===== src/rtl/cdb_scheduler_pkg.sv =====
// Shared types for the CDB scheduler: producer select codes and helpers.
package cdb_scheduler_pkg;

    typedef enum logic [1:0] {
        CDB_SEL_INT  = 2'd0,
        CDB_SEL_LS   = 2'd1,
        CDB_SEL_MULT = 2'd2,
        CDB_SEL_DIV  = 2'd3
    } cdb_sel_e;

    localparam int N_UNITS = 4;

    function automatic int idx_w(input int depth);
        return (depth > 1) ? $clog2(depth) : 1;
    endfunction

endpackage


===== src/rtl/cdb_slot_ring.sv =====
// Reservation shift register: slot i books the CDB for cycle now+1+i.
// The head register is the live CDB drive.
module cdb_slot_ring
    import cdb_scheduler_pkg::*;
#(
    parameter int DEPTH    = 7,
    parameter int W_TAG    = 6,
    parameter int LAT_INT  = 1,
    parameter int LAT_LS   = 2,
    parameter int LAT_MULT = 4,
    parameter int IW       = idx_w(DEPTH)
) (
    input  logic             clk,
    input  logic             rst_n,
    input  logic             wr_en,
    input  logic [IW-1:0]    wr_idx,
    input  cdb_sel_e         wr_sel,
    input  logic [W_TAG-1:0] wr_tag,
    output logic [3:0]       reserved,
    output logic             cdb_valid,
    output logic [W_TAG-1:0] cdb_tag,
    output logic [1:0]       cdb_sel
);

    logic [DEPTH-1:0] v;
    logic [DEPTH-1:0] v_w;
    cdb_sel_e         s   [DEPTH];
    cdb_sel_e         s_w [DEPTH];
    logic [W_TAG-1:0] t   [DEPTH];
    logic [W_TAG-1:0] t_w [DEPTH];

    assign reserved = {v[DEPTH-1], v[LAT_MULT-1], v[LAT_LS-1], v[LAT_INT-1]};

    always_comb begin
        v_w = v;
        s_w = s;
        t_w = t;
        if (wr_en) begin
            v_w[wr_idx] = 1'b1;
            s_w[wr_idx] = wr_sel;
            t_w[wr_idx] = wr_tag;
        end
    end

    always_ff @(posedge clk) begin
        if (!rst_n) begin
            v         <= '0;
            cdb_valid <= 1'b0;
            cdb_tag   <= '0;
            cdb_sel   <= '0;
            for (int i = 0; i < DEPTH; i++) begin
                s[i] <= CDB_SEL_INT;
                t[i] <= '0;
            end
        end else begin
            cdb_valid <= v_w[0];
            cdb_tag   <= v_w[0] ? t_w[0] : '0;
            cdb_sel   <= v_w[0] ? s_w[0] : '0;
            for (int i = 0; i < DEPTH - 1; i++) begin
                v[i] <= v_w[i+1];
                s[i] <= s_w[i+1];
                t[i] <= t_w[i+1];
            end
            v[DEPTH-1] <= 1'b0;
            s[DEPTH-1] <= CDB_SEL_INT;
            t[DEPTH-1] <= '0;
        end
    end

endmodule


===== src/rtl/cdb_scheduler.sv =====
// CDB issue scheduler: eligibility, arbitration and divider occupancy.
// Define CDB_SCHED_RR_EN for round-robin; default is fixed div>mult>ls>int.
module cdb_scheduler
    import cdb_scheduler_pkg::*;
#(
    parameter int W_TAG    = 6,
    parameter int INT_LAT  = 1,
    parameter int LS_LAT   = 2,
    parameter int MULT_LAT = 4,
    parameter int DIV_LAT  = 7
) (
    input  logic             clk,
    input  logic             reset,
    input  logic             int_ready,
    input  logic [W_TAG-1:0] int_rdtag,
    input  logic             ls_ready,
    input  logic             ls_opcode,
    input  logic [W_TAG-1:0] ls_rttag,
    input  logic             mult_ready,
    input  logic [W_TAG-1:0] mult_rdtag,
    input  logic             div_ready,
    input  logic [W_TAG-1:0] div_rdtag,
    output logic             int_done,
    output logic             ls_done,
    output logic             mult_done,
    output logic             div_done,
    output logic             cdb_valid,
    output logic [W_TAG-1:0] cdb_tag,
    output logic [1:0]       cdb_sel,
    output logic             div_busy
);

    localparam int IW = idx_w(DIV_LAT);
    localparam int CW = $clog2(DIV_LAT + 1);

    logic             active;
    logic             ok;
    logic [3:0]       reserved;
    logic [3:0]       elig;
    logic [3:0]       grant;
    logic [CW-1:0]    div_cnt;
    logic             wr_en;
    logic [IW-1:0]    wr_idx;
    cdb_sel_e         wr_sel;
    logic [W_TAG-1:0] wr_tag;

    // Grants are held off in reset and for one cycle after it.
    always_ff @(posedge clk) begin
        active <= reset;
    end

    assign ok = active & reset;

    assign elig[CDB_SEL_INT]  = ok & int_ready & ~reserved[0];
    assign elig[CDB_SEL_LS]   = ok & ls_ready & (ls_opcode | ~reserved[1]);
    assign elig[CDB_SEL_MULT] = ok & mult_ready & ~reserved[2];
    assign elig[CDB_SEL_DIV]  = ok & div_ready & ~div_busy & ~reserved[3];

`ifdef CDB_SCHED_RR_EN
    cdb_sel_e   rr_ptr;
    logic [1:0] rr_idx;
    logic [1:0] rr_win;
    logic       rr_hit;

    always_comb begin
        rr_hit = 1'b0;
        rr_win = rr_ptr;
        rr_idx = rr_ptr;
        grant  = '0;
        for (int k = 0; k < N_UNITS; k++) begin
            rr_idx = rr_ptr + 2'(k);
            if (!rr_hit && elig[rr_idx]) begin
                rr_hit = 1'b1;
                rr_win = rr_idx;
            end
        end
        if (rr_hit) grant[rr_win] = 1'b1;
    end

    always_ff @(posedge clk) begin
        if (!reset) rr_ptr <= CDB_SEL_INT;
        else if (rr_hit) rr_ptr <= cdb_sel_e'(rr_win + 2'd1);
    end
`else
    always_comb begin
        grant = '0;
        priority case (1'b1)
            elig[CDB_SEL_DIV]:  grant[CDB_SEL_DIV]  = 1'b1;
            elig[CDB_SEL_MULT]: grant[CDB_SEL_MULT] = 1'b1;
            elig[CDB_SEL_LS]:   grant[CDB_SEL_LS]   = 1'b1;
            elig[CDB_SEL_INT]:  grant[CDB_SEL_INT]  = 1'b1;
            default: ;
        endcase
    end
`endif

    assign int_done  = grant[CDB_SEL_INT];
    assign ls_done   = grant[CDB_SEL_LS];
    assign mult_done = grant[CDB_SEL_MULT];
    assign div_done  = grant[CDB_SEL_DIV];

    always_comb begin
        wr_en  = 1'b0;
        wr_idx = '0;
        wr_sel = CDB_SEL_INT;
        wr_tag = '0;
        unique case (1'b1)
            grant[CDB_SEL_INT]: begin
                wr_en  = 1'b1;
                wr_idx = IW'(INT_LAT - 1);
                wr_tag = int_rdtag;
            end
            grant[CDB_SEL_LS]: begin
                wr_en  = ~ls_opcode;
                wr_idx = IW'(LS_LAT - 1);
                wr_sel = CDB_SEL_LS;
                wr_tag = ls_rttag;
            end
            grant[CDB_SEL_MULT]: begin
                wr_en  = 1'b1;
                wr_idx = IW'(MULT_LAT - 1);
                wr_sel = CDB_SEL_MULT;
                wr_tag = mult_rdtag;
            end
            grant[CDB_SEL_DIV]: begin
                wr_en  = 1'b1;
                wr_idx = IW'(DIV_LAT - 1);
                wr_sel = CDB_SEL_DIV;
                wr_tag = div_rdtag;
            end
            default: ;
        endcase
    end

    always_ff @(posedge clk) begin
        if (!reset) div_cnt <= '0;
        else if (grant[CDB_SEL_DIV]) div_cnt <= CW'(DIV_LAT - 1);
        else if (div_cnt != '0) div_cnt <= div_cnt - 1'b1;
    end

    assign div_busy = (div_cnt != '0);

    cdb_slot_ring #(
        .DEPTH    (DIV_LAT),
        .W_TAG    (W_TAG),
        .LAT_INT  (INT_LAT),
        .LAT_LS   (LS_LAT),
        .LAT_MULT (MULT_LAT)
    ) u_ring (
        .clk       (clk),
        .rst_n     (reset),
        .wr_en     (wr_en),
        .wr_idx    (wr_idx),
        .wr_sel    (wr_sel),
        .wr_tag    (wr_tag),
        .reserved  (reserved),
        .cdb_valid (cdb_valid),
        .cdb_tag   (cdb_tag),
        .cdb_sel   (cdb_sel)
    );

endmodule


===== config.mk =====
export PLATFORM = sky130hd
export DESIGN_NAME = cdb_scheduler
export DESIGN_NICKNAME = d
export VERILOG_FILES = /design/src/rtl/cdb_scheduler_pkg.sv /design/src/rtl/cdb_slot_ring.sv /design/src/rtl/cdb_scheduler.sv
export SDC_FILE = /design/constraint.sdc
export NUM_CORES = 1
export LEC_CHECK = 0
export ABC_CLOCK_PERIOD_IN_PS = 2950
export CORE_MARGIN = 2
export CORE_UTILIZATION = 57
export CTS_CLUSTER_SIZE = 28
export DETAILED_ROUTE_END_ITERATION = 8
export PLACE_DENSITY = 0.87
export RECOVER_POWER = 50
export SLEW_MARGIN = 20
export SYNTH_ARGS = -nofsm -noshare
export SYNTH_HDL_FRONTEND = slang
export SYNTH_HIERARCHICAL = 1
export SYNTH_SLANG_ARGS = --single-unit

===== constraint.sdc =====
create_clock -name clk -period 2.95 [get_ports clk]
set_clock_uncertainty 0.05 [all_clocks]
set_input_delay 0.295 -clock clk [delete_from_list [all_inputs] [get_ports clk]]
set_output_delay 0.295 -clock clk [all_outputs]
set_load 0.01 [all_outputs]

# Yosys cells after proc, flatten, opt, wreduce, memory -nomap -nowiden
# Cells that the tools add are included.
# classes
addsub	1
mul	0
div_mod_pow	0
n_lt_le_gt_ge	4
n_eq_ne	0
shifts	0
n_mux	27
n_bitwise	20
n_reduce_logical	7
# op_table
operator	count
$bwmux 42	1
$mux 42	1
$pmux 6 s4	1
$demux 6 s3	1
$bwmux 14	1
$mux 14	1
$mux 1	11
$and 1x1->1	10
$pmux 3 s3	1
$mux 7	1
$not 1->1	7
$or 7x7->7	1
$demux 2 s3	1
$mux 3	2
$mux 6	1
$pmux 2 s3	1
$ge 4x4->1 const B	1
$lt 3x4->1 const B	1
$lt 4x1->1 const B	1
$not 3->4	1
$demux 1 s3	1
$ge 3x1->1 const B	1
$reduce_bool 3->1	1
$reduce_or 3->1	1
8 further kinds	9
# word_totals
regBits	68
latchBits	0
mem_bits_rw	0
rom_bits	0
output_inout_bits	14
word_cells	79
mem_count	0

# Depth between registers and ports, before layout
# Gate-level depths: netlist of run 1.
# depth
depth_word	14
depth_mapped	10
ltp_nobuf	8

# Modules after synthesis
# The synthesis of run 1 kept the hierarchy.
# by_module_without_submodules
module	instances	cells_per_inst	area_per_inst_um2	seq_area_each_um2
cdb_slot_ring	1	222	2280.9	1261.2
cdb_scheduler	1	69	543.0	80.1

# Least setup slack after synthesis of run 1
# Ideal clock, no wire load.
# synth_path
path_type	input to register
start	in ls_ready
end	reg u_ring.cdb_sel[1]
setup_time_ns	0.073
arrival_ns	1.927
slack_ns	0.899
stages	6
n_path_buf	2
path_cell_list	buf_2 or3b_2 a41oi_1 nor4b_2 buf_4 mux2i_1
# synth_between
elab_cells_between_ends	28
cone_classes	order compare: 4; mux: 16; bitwise: 4; reduce/logical: 4
# synth_rtl
element	line	rtl
start, declared	cdb_scheduler.sv:16	input logic ls_ready,
$and 1x1->1 * (2 in a row)	cdb_scheduler.sv:55	assign elig[CDB_SEL_LS] = ok & ls_ready & (ls_opcode | ~reserved[1]);
$mux 1 (3 in a row)	cdb_scheduler.sv:87	priority case (1'b1)
$reduce_or 3->1 (no source line)	-	
$pmux 1 s2 *	cdb_scheduler.sv:107	unique case (1'b1)
named net wr_en	cdb_scheduler.sv:42	logic wr_en;
$mux 7	cdb_slot_ring.sv:38	if (wr_en) begin
$reduce_and 2->1 (no source line)	-	
end signal, assigned	cdb_slot_ring.sv:58	cdb_sel <= v_w[0] ? s_w[0] : '0;
end, declared	cdb_slot_ring.sv:22	output logic [1:0] cdb_sel
# The timed path passes the listed nets; every way through them passes the cells marked *.
# A chain may end at the register's enable or synchronous reset.

# Final worst setup path of run 1
# layout_path
start	reg div_cnt[0]
end	out int_done
# layout_between
elab_chain_len	5
# layout_rtl
element	line	rtl
start, declared	cdb_scheduler.sv:41	logic [CW-1:0] div_cnt;
start signal, assigned	cdb_scheduler.sv:137	else if (grant[CDB_SEL_DIV]) div_cnt <= CW'(DIV_LAT - 1);
start signal, assigned	cdb_scheduler.sv:138	else if (div_cnt != '0) div_cnt <= div_cnt - 1'b1;
$reduce_bool 3->1	cdb_scheduler.sv:141	assign div_busy = (div_cnt != '0);
$not 1->1	cdb_scheduler.sv:57	assign elig[CDB_SEL_DIV] = ok & div_ready & ~div_busy & ~reserved[3];
$and 1x1->1 (2 in a row)	cdb_scheduler.sv:57	
$mux 1	cdb_scheduler.sv:87	
end, declared	cdb_scheduler.sv:23	output logic int_done,
# No other way between the ends.

==> implementation parameters, run 1 <==
Parameter                              Value

Outcome
  Run status ... completed

Clocking
  Clock-pin slew reported for the worst setup and hold paths after clock tree synthesis ... about 0.06 ns
  Num Clock Sinks ... 67
  Cell chosen for the clock root ... sky130_fd_sc_hd__clkbuf_8
  Number of hold buffers added after cts ... 0
  Buffer levels on the longest clock path ... 2
  TritonCTS Buffers ... 9
  Clock tree from TritonCTS ... done
  Later-pin clock latency in the skew report ... roughly 0.33 ns
  Post-CTS setup repair buffer count ... 0
  Number of H-tree branching levels ... 3
  Gates resized, CTS repair ... 0

Synthesis
  Synthesized netlist cell count ... between 200 and 300
  Number of synthesized register bits ... 67
  Net count after synthesis ... approximately 320
  Count of warnings emitted by yosys ... 6
  Avg Inst Size Synth ... roughly 9.7 µm²
  Sequential-to-total area share from yosys stat ... 0.475
  Simple-gate area share of the yosys netlist ... 0.200
  Multiplexer area fraction after synthesis ... 0.170
  Cells taking the most area after synthesis ... sky130_fd_sc_hd__dfxtp_1, sky130_fd_sc_hd__mux2i_1, sky130_fd_sc_hd__nand2_1
  Post-synthesis adder-cell area fraction ... 0.00886
  Compound-cell area share of the yosys netlist ... 0.0673
  Count of distinct cell types in the synthesized netlist ... 36
  Largest area contributor in the synthesized netlist ... sky130_fd_sc_hd__dfxtp_1
  Netlist Area Pre-Place ... approximately 2800 µm²
  Top cell type's share of synthesized area ... 0.475
  Dominant combinational cell family by area after synthesis ... simple AND/OR/NAND/NOR gates
  Synthesized-area fraction occupied by xor and xnor cells ... 0.00310

Global routing
  Global-route wire length before repair ... between 9 and 10 mm
  Via count of the first global-routing pass ... 2,178
  Largest net degree at the start of global routing ... 61
  Antenna violations before repair ... 0
  Remaining Overflow, GRT ... 0
  All-layer global routing usage ... 0.238

Min path
  Hold Path Cell Cnt ... 3
  Hold Startpoint ... reset
  Tightest Hold Check Type ... in2reg
  Sink of the worst hold path ... div_cnt[0]$_SDFFE_PP0P_

Worst setup path
  Required time of the critical path ... ~2.6 ns
  Type of element capturing the critical path ... output pin
  FF-to-FF End ... u_ring/t[32]$_SDFF_PN0_
  Worst Reg2Reg Path Length in Cells ... 8
  Data arrival time of the critical path ... around 2.4 ns
  Nature of the critical path startpoint ... flip-flop
  Setup Crit Path Kind ... reg2out
  Critical path fanouts, max ... 9
  RR Startpoint ... div_cnt[0]$_SDFFE_PP0P_
  Reg-to-reg slack, setup ... 0.35 ns

Placed design
  Post-DP HPWL ... approximately 4.0 mm
  Area post-placement ... about 3300 µm²
  Final Wtd Congestion ... approximately 0.76
  I/O Buffers ... 44

Detailed routing
  Post-DRT Antenna Nets ... 0
  Met3 wire len ... between 200 and 300 µm
  Highest signal layer in the routed design ... met4
  Total via count in the routed design ... 2,154
  Wire length the detailed router placed on met1 ... between 2 and 3 mm
  Number of remaining DRC errors ... 0
  Pre-antenna DRT Iters ... 4
  Number of DRC violations after detailed-routing iteration 0 ... 120
  Total met2 wirelength after detailed routing ... just over 3 mm
  Via density per instance ... roughly 5.3
  Post-detailed-routing wire length ... 5.97 mm
  Post-detailed-route wirelength per cell ... 14.7 µm

Floorplanning
  Total die area ... 5530 µm²
  Site Rows ... 25
  Die W ... 74.4 µm
  Core region area ... 4750 µm²
  Height of the die ... 74.4 µm
  Starting utilization of the core area ... 0.594
  Num ports ... 45

Timing
  Measured slew at the worst slew-check pin ... a little under 0.7 ns
  Final min period ... roughly 2.8 ns
  Unrepaired setup endpoints after global routing ... false
  Share of the clock period used by the worst path after layout ... 0.934
  Summed negative setup slack over all endpoints ... 0 ns
  Final hold slack ... a little over 0.2 ns
  Final Hold Viols ... 0
  Final slew viol count ... 0
  Maximum achievable frequency ... ~360 MHz
  Rel. slew slack ... 0.539
  Count of final setup violators ... 0

Power and ir drop
  Cell leakage power ... 1.48 nW
  Int Pwr ... 1.55 mW
  Worst vdd ir ... approximately 0.28 mV
  Power dissipated by switching net loads ... 478 µW
  Power share of the sequential group ... 0.461
  Relative contribution of the clock network to total power ... 0.404
  Power density cells ... between 500 and 600 nW/µm²
  Net Sw Frac ... 0.236
  Portion of total power attributed to combinational logic ... 0.135

Flow run
  Max Cap Viol ... 0

Final layout
  Final instance area ... roughly 3500 µm²
  Share of cells above drive strength 1 ... 0.104
  Final #Nets ... 366
  Antenna diode count ... 0
  Area Overhead vs Synth ... 22.6%
## state kept, by name (all words and copies together), names as in the netlist
name and count:
u_ring/s 12, u_ring/v 6, u_ring/cdb_valid 1, div_cnt 3, active 1, u_ring/t 36, u_ring/cdb_tag 6, u_ring/cdb_sel 2
## cell type report
cell class / instances / area [µm²]
fill: 361 / 1290
inverter: 16 / 60.1
multi-input combinational: 184 / 1260
timing repair buffer: 55 / 499
clock buffer: 12 / 145
sequential: 67 / 1340
clock inverter: 4 / 73.8
tap: 67 / 83.8
## power groups by stage
stage	registers (mW)	logic (mW)	clock network [mW]
finish	0.935	0.273	0.820
global route	0.937	0.300	0.876
detailed placement	0.955	0.279	0
CTS	0.935	0.281	0.839
floorplan	0.952	0.186	0
global placement	0.954	0.268	0
## critical path, stage by stage (launching register included)
cell	delay [ns]
sky130_fd_sc_hd__dfxtp_1	0.39
sky130_fd_sc_hd__nor2_1	0.07
sky130_fd_sc_hd__ha_1	0.29
sky130_fd_sc_hd__nand3b_4	0.16
sky130_fd_sc_hd__nand3_2	0.20
sky130_fd_sc_hd__nor4bb_4	0.37
sky130_fd_sc_hd__clkdlybuf4s50_1	0.60
## layout by cell type, fill, tap and decap left out, types with 2 or more instances in the layout
cell type                         netlist  final
sky130_fd_sc_hd__dlygate4sd3_1          0     10
sky130_fd_sc_hd__clkdlybuf4s50_1        0     33
sky130_fd_sc_hd__nand4bb_1              2      2
sky130_fd_sc_hd__inv_1                 16     16
sky130_fd_sc_hd__a221o_2                6      6
sky130_fd_sc_hd__nor3_1                 9      9
sky130_fd_sc_hd__mux2i_1               48     48
sky130_fd_sc_hd__nor2_1                 6      6
sky130_fd_sc_hd__nand3_1                9      9
sky130_fd_sc_hd__bufinv_16              0      2
sky130_fd_sc_hd__ha_1                   2      2
sky130_fd_sc_hd__dfxtp_1               67     67
sky130_fd_sc_hd__nand2_1               58     58
sky130_fd_sc_hd__o21a_1                 4      4
sky130_fd_sc_hd__buf_4                 10      6
sky130_fd_sc_hd__nand4_1                6      6
sky130_fd_sc_hd__clkbuf_1               6      7
sky130_fd_sc_hd__clkbuf_8               0     10
sky130_fd_sc_hd__a21oi_1               13     13
sky130_fd_sc_hd__nand4b_1               3      3
sky130_fd_sc_hd__o21ai_0                2      2
## cell usage after synthesis
library cell	instances
sky130_fd_sc_hd__nor2_1	6
sky130_fd_sc_hd__clkbuf_1	6
sky130_fd_sc_hd__nand4b_1	3
sky130_fd_sc_hd__or3b_2	1
sky130_fd_sc_hd__buf_4	10
sky130_fd_sc_hd__nand2b_4	1
sky130_fd_sc_hd__o21a_1	4
sky130_fd_sc_hd__a41oi_1	1
sky130_fd_sc_hd__buf_2	5
sky130_fd_sc_hd__o21ai_0	2
sky130_fd_sc_hd__nor4bb_4	1
sky130_fd_sc_hd__clkbuf_2	1
sky130_fd_sc_hd__nor2_2	1
sky130_fd_sc_hd__xnor2_1	1
sky130_fd_sc_hd__nand2b_1	1
sky130_fd_sc_hd__a21oi_1	13
sky130_fd_sc_hd__dfxtp_1	67
sky130_fd_sc_hd__buf_6	2
sky130_fd_sc_hd__a21oi_2	1
sky130_fd_sc_hd__nor4b_2	1
sky130_fd_sc_hd__nand2_1	58
sky130_fd_sc_hd__or3_1	1
sky130_fd_sc_hd__nand4_1	6
sky130_fd_sc_hd__nand3b_1	1
sky130_fd_sc_hd__and2b_2	1
sky130_fd_sc_hd__inv_1	16
sky130_fd_sc_hd__ha_1	2
sky130_fd_sc_hd__nor3_1	9
sky130_fd_sc_hd__nand3_4	1
sky130_fd_sc_hd__mux2i_1	48
sky130_fd_sc_hd__conb_1	1
sky130_fd_sc_hd__a221o_2	6
sky130_fd_sc_hd__nand4bb_1	2
sky130_fd_sc_hd__nand3_1	9
sky130_fd_sc_hd__and4bb_1	1
sky130_fd_sc_hd__nand3b_4	1
## per-layer routing
layer	track usage	vias to the layer above
met5	0	-
met4	0.117	0
met1	0.280	1025
li1	-	1066
met3	0.0474	4
met2	0.414	59
## worst max-delay path by stage
| stage | startpoint | to | slack (ns) | depth (start not counted) |
|---|---|---|---|---|
| floorplan | ls_ready | u_ring/cdb_sel[1]$_SDFF_PN0_ | 0.90 | 6 |
| global placement | ls_ready | u_ring/t[21]$_SDFF_PN0_ | 0.55 | 5 |
| detailed placement | ls_ready | u_ring/s[7]$_SDFF_PN0_ | 0.50 | 5 |
| CTS | div_cnt[0]$_SDFFE_PP0P_ | div_done | 0.23 | 5 |
| global route | div_cnt[0]$_SDFFE_PP0P_ | int_done | 0.06 | 6 |
| finish | div_cnt[0]$_SDFFE_PP0P_ | int_done | 0.19 | 6 |
## cells by family after synthesis
kind of cell,count (synthesis)
AOI/OAI and AO/OA,27
xor gates and xnor gates,1
adders and majority gates,2
buffers and inverters,40
DFF,67
muxes,48
other,1
and+or+nand+nor,105
## per-stage QoR
stage | worst slack (ns) | instances | util | power, mW
5_1_grt | 0.0620 | 405 | 0.728 | 2.11
2_1_floorplan | 0.899 | 291 | - | 1.14
3_5_place_dp | 0.498 | 389 | 0.689 | 1.23
3_3_place_gp | 0.548 | 389 | 0.689 | 1.22
6_report | 0.194 | 405 | 0.728 | 2.03
4_1_cts | 0.227 | 405 | 0.735 | 2.05
(Power assumes the default switching activity.)
==> inputs of run 2 (changes only) <==
Settings changed: CELL_PAD_IN_SITES_DETAIL_PLACEMENT from default to 1, CELL_PAD_IN_SITES_GLOBAL_PLACEMENT from default to 1, CORE_MARGIN 2 to 5, CORE_UTILIZATION 57 to 44.
==> run 2 against run 1 <==
  * Final area decreased by 0.54%
  * Utilization decreased by 18 points
  * Fmax increased by 1.1%
  * Global-route usage fell by 7.5 points
  * Largest cell class unchanged
  * Largest power group unchanged
==> implementation parameters, run 2 (synthesized netlist as in run 1, its figures left out) <==
Parameter                              Value

Timing
  Maximum achievable frequency ... 367 MHz
  Unrepaired setup endpoints after global routing ... false
  Count of final setup violators ... 0
  Share of the clock period used by the worst path after layout ... 0.924
  Final slew viol count ... 0
  Final Hold Viols ... 0
  Final min period ... roughly 2.7 ns
  Measured slew at the worst slew-check pin ... around 1.2 ns
  Summed negative setup slack over all endpoints ... 0 ns
  Rel. slew slack ... 0.215

Detailed routing
  Number of remaining DRC errors ... 0
  Post-detailed-route wirelength per cell ... 15.7 µm
  Via density per instance ... roughly 5.2
  Pre-antenna DRT Iters ... 4
  Total via count in the routed design ... between 2k and 2.5k
  Number of DRC violations after detailed-routing iteration 0 ... 79
  Post-detailed-routing wire length ... between 6 and 7 mm
  Post-DRT Antenna Nets ... 0

Global routing
  All-layer global routing usage ... 0.163
  GRT met1 Usage ... 0.180
  Via count of the first global-routing pass ... between 2k and 2.5k
  Antenna violations before repair ... 0
  GR Layer Usage met2 ... 0.285
  Met3 Resource Use GR ... 0.0384
  Largest net degree at the start of global routing ... between 60 and 70
  Remaining Overflow, GRT ... 0
  Global-route wire length before repair ... about 11 mm
  Busiest metal layer after global routing ... met2

Final layout
  Post-Layout Cell Count ... 415
  Most flops, register ... u_ring/t
  Biggest registers after layout ... u_ring/t (36), u_ring/s (12)
  Number of flip-flops in the largest register ... 36
  Area Overhead vs Synth ... 21.9%
  Share of cells above drive strength 1 ... 0.107
  Final #Nets ... about 370
  Highest-count cells in the layout ignoring fill and taps ... sky130_fd_sc_hd__dfxtp_1, sky130_fd_sc_hd__nand2_1, sky130_fd_sc_hd__mux2i_1
  Antenna diode count ... 0
  Filler cell count ... between 700 and 800
  Leading cell type in the layout, fill and taps excluded ... sky130_fd_sc_hd__dfxtp_1

Clocking
  Number of H-tree branching levels ... 3
  Post-CTS setup repair buffer count ... 0
  Cell chosen for the clock root ... sky130_fd_sc_hd__clkbuf_8
  Later-pin clock latency in the skew report ... 0.34 ns
  Num Clock Sinks ... 67
  Buffer levels on the longest clock path ... 2
  Clock tree from TritonCTS ... done
  Clock-pin slew reported for the worst setup and hold paths after clock tree synthesis ... approximately 0.070 ns
  Number of hold buffers added after cts ... 0
  Gates resized, CTS repair ... 0
  TritonCTS Buffers ... 9

Worst setup path
  Required time of the critical path ... between 2 and 3 ns
  Reg-to-reg slack, setup ... about 0.26 ns
  Worst Reg2Reg Path Length in Cells ... 8
  Setup Crit Path Kind ... reg2out
  Largest delay contributor family on the critical path ... simple AND/OR/NAND/NOR gates
  Nature of the critical path startpoint ... flip-flop
  Type of element capturing the critical path ... output pin
  RR Startpoint ... div_cnt[0]$_SDFFE_PP0P_
  Master of the slowest instance on the critical path ... sky130_fd_sc_hd__clkdlybuf4s50_1
  FF-to-FF End ... u_ring/t[32]$_SDFF_PN0_
  Buf+Inv Stages, Crit Path ... 1
  Series of cell instances along the critical path ... nor2_1 > ha_1 > nand3b_4 > nor2_2 > clkdlybuf4s50_1
  Critical path fanouts, max ... 12
  Largest stage delay on the critical path ... between 0.6 and 0.7 ns
  Data arrival time of the critical path ... ~2.4 ns

Floorplanning
  Die W ... around 90 µm
  Core region area ... roughly 6300 µm²
  Num ports ... 45
  Starting utilization of the core area ... 0.447
  Site Rows ... 29
  Total die area ... just over 8000 µm²
  Height of the die ... about 90 µm

Outcome
  Run status ... completed

Placed design
  Final Wtd Congestion ... approximately 0.76
  Post-DP HPWL ... 4.63 mm
  I/O Buffers ... 44
  Number of cells in the design after placement ... between 300 and 400

Min path
  Tightest Hold Check Type ... reg2reg
  Sink of the worst hold path ... u_ring/v[1]$_SDFF_PN0_
  Hold Path Cell Cnt ... 2
  Hold Startpoint ... u_ring/v[2]$_SDFF_PN0_

Power and ir drop
  Cell leakage power ... ~1.5 nW
  Worst vdd ir ... about 0.28 mV
  Power density cells ... 550 nW/µm²

Flow run
  Max Cap Viol ... 0
## run 2: worst min-delay path: stages (launching register included)
cell and delay, ns:
sky130_fd_sc_hd__dfxtp_1 0.30, sky130_fd_sc_hd__inv_1 0.04, sky130_fd_sc_hd__a21oi_1 0.05
## run 2: area by class of cell
type                       instances  area, µm²  share of cell area
clock buffer                      12        155              0.0451
clock inverter                     4       25.0             0.00727
inverter                          16       60.1              0.0174
multi-input combinational        184       1270               0.370
sequential                        67       1340               0.390
tap                               77       96.3              0.0280
timing repair buffer              55        493               0.143
## run 2: routing by layer
| layer | part of all wire | vias to the layer above |
|---|---|---|
| li1 | - | 1063 |
| met1 | 0.43 | 1030 |
| met2 | 0.50 | 51 |
| met3 | 0.052 | 14 |
| met4 | 0.020 | 0 |
| met5 | 0 | - |
## run 2: worst max-delay path by stage
stage	from	endpoint	slack (ns)	depth (start not counted)
after global placement	ls_ready	u_ring/cdb_sel[0]$_SDFF_PN0_	0.45	7
final	div_cnt[0]$_SDFFE_PP0P_	div_done	0.22	5
after global routing	div_cnt[0]$_SDFFE_PP0P_	div_done	0.08	5
after CTS	div_cnt[0]$_SDFFE_PP0P_	div_done	0.17	5
after floorplan	ls_ready	u_ring/cdb_sel[1]$_SDFF_PN0_	0.90	6
after detailed placement	ls_ready	u_ring/s[7]$_SDFF_PN0_	0.35	6
## run 2: metrics by stage
step	cell area (µm²)	utilization	power (mW)	setup WS [ns]	hold WS, ns
floorplan	2820	-	1.14	0.899	0.273
global placement	3290	0.521	1.22	0.454	0.362
detailed placement	3290	0.521	1.24	0.350	0.379
CTS	3470	0.549	1.93	0.174	0.390
global route	3440	0.545	1.99	0.0830	0.401
finish	3440	0.545	1.90	0.223	0.387
## run 2: power breakdown
group | total [mW] | leakage [nW] | switching (mW) | internal, mW
registers | 0.935 | 0.541 | 0.0135 | 0.922
logic | 0.273 | 0.827 | 0.145 | 0.128
clock network | 0.687 | 0.0884 | 0.339 | 0.348
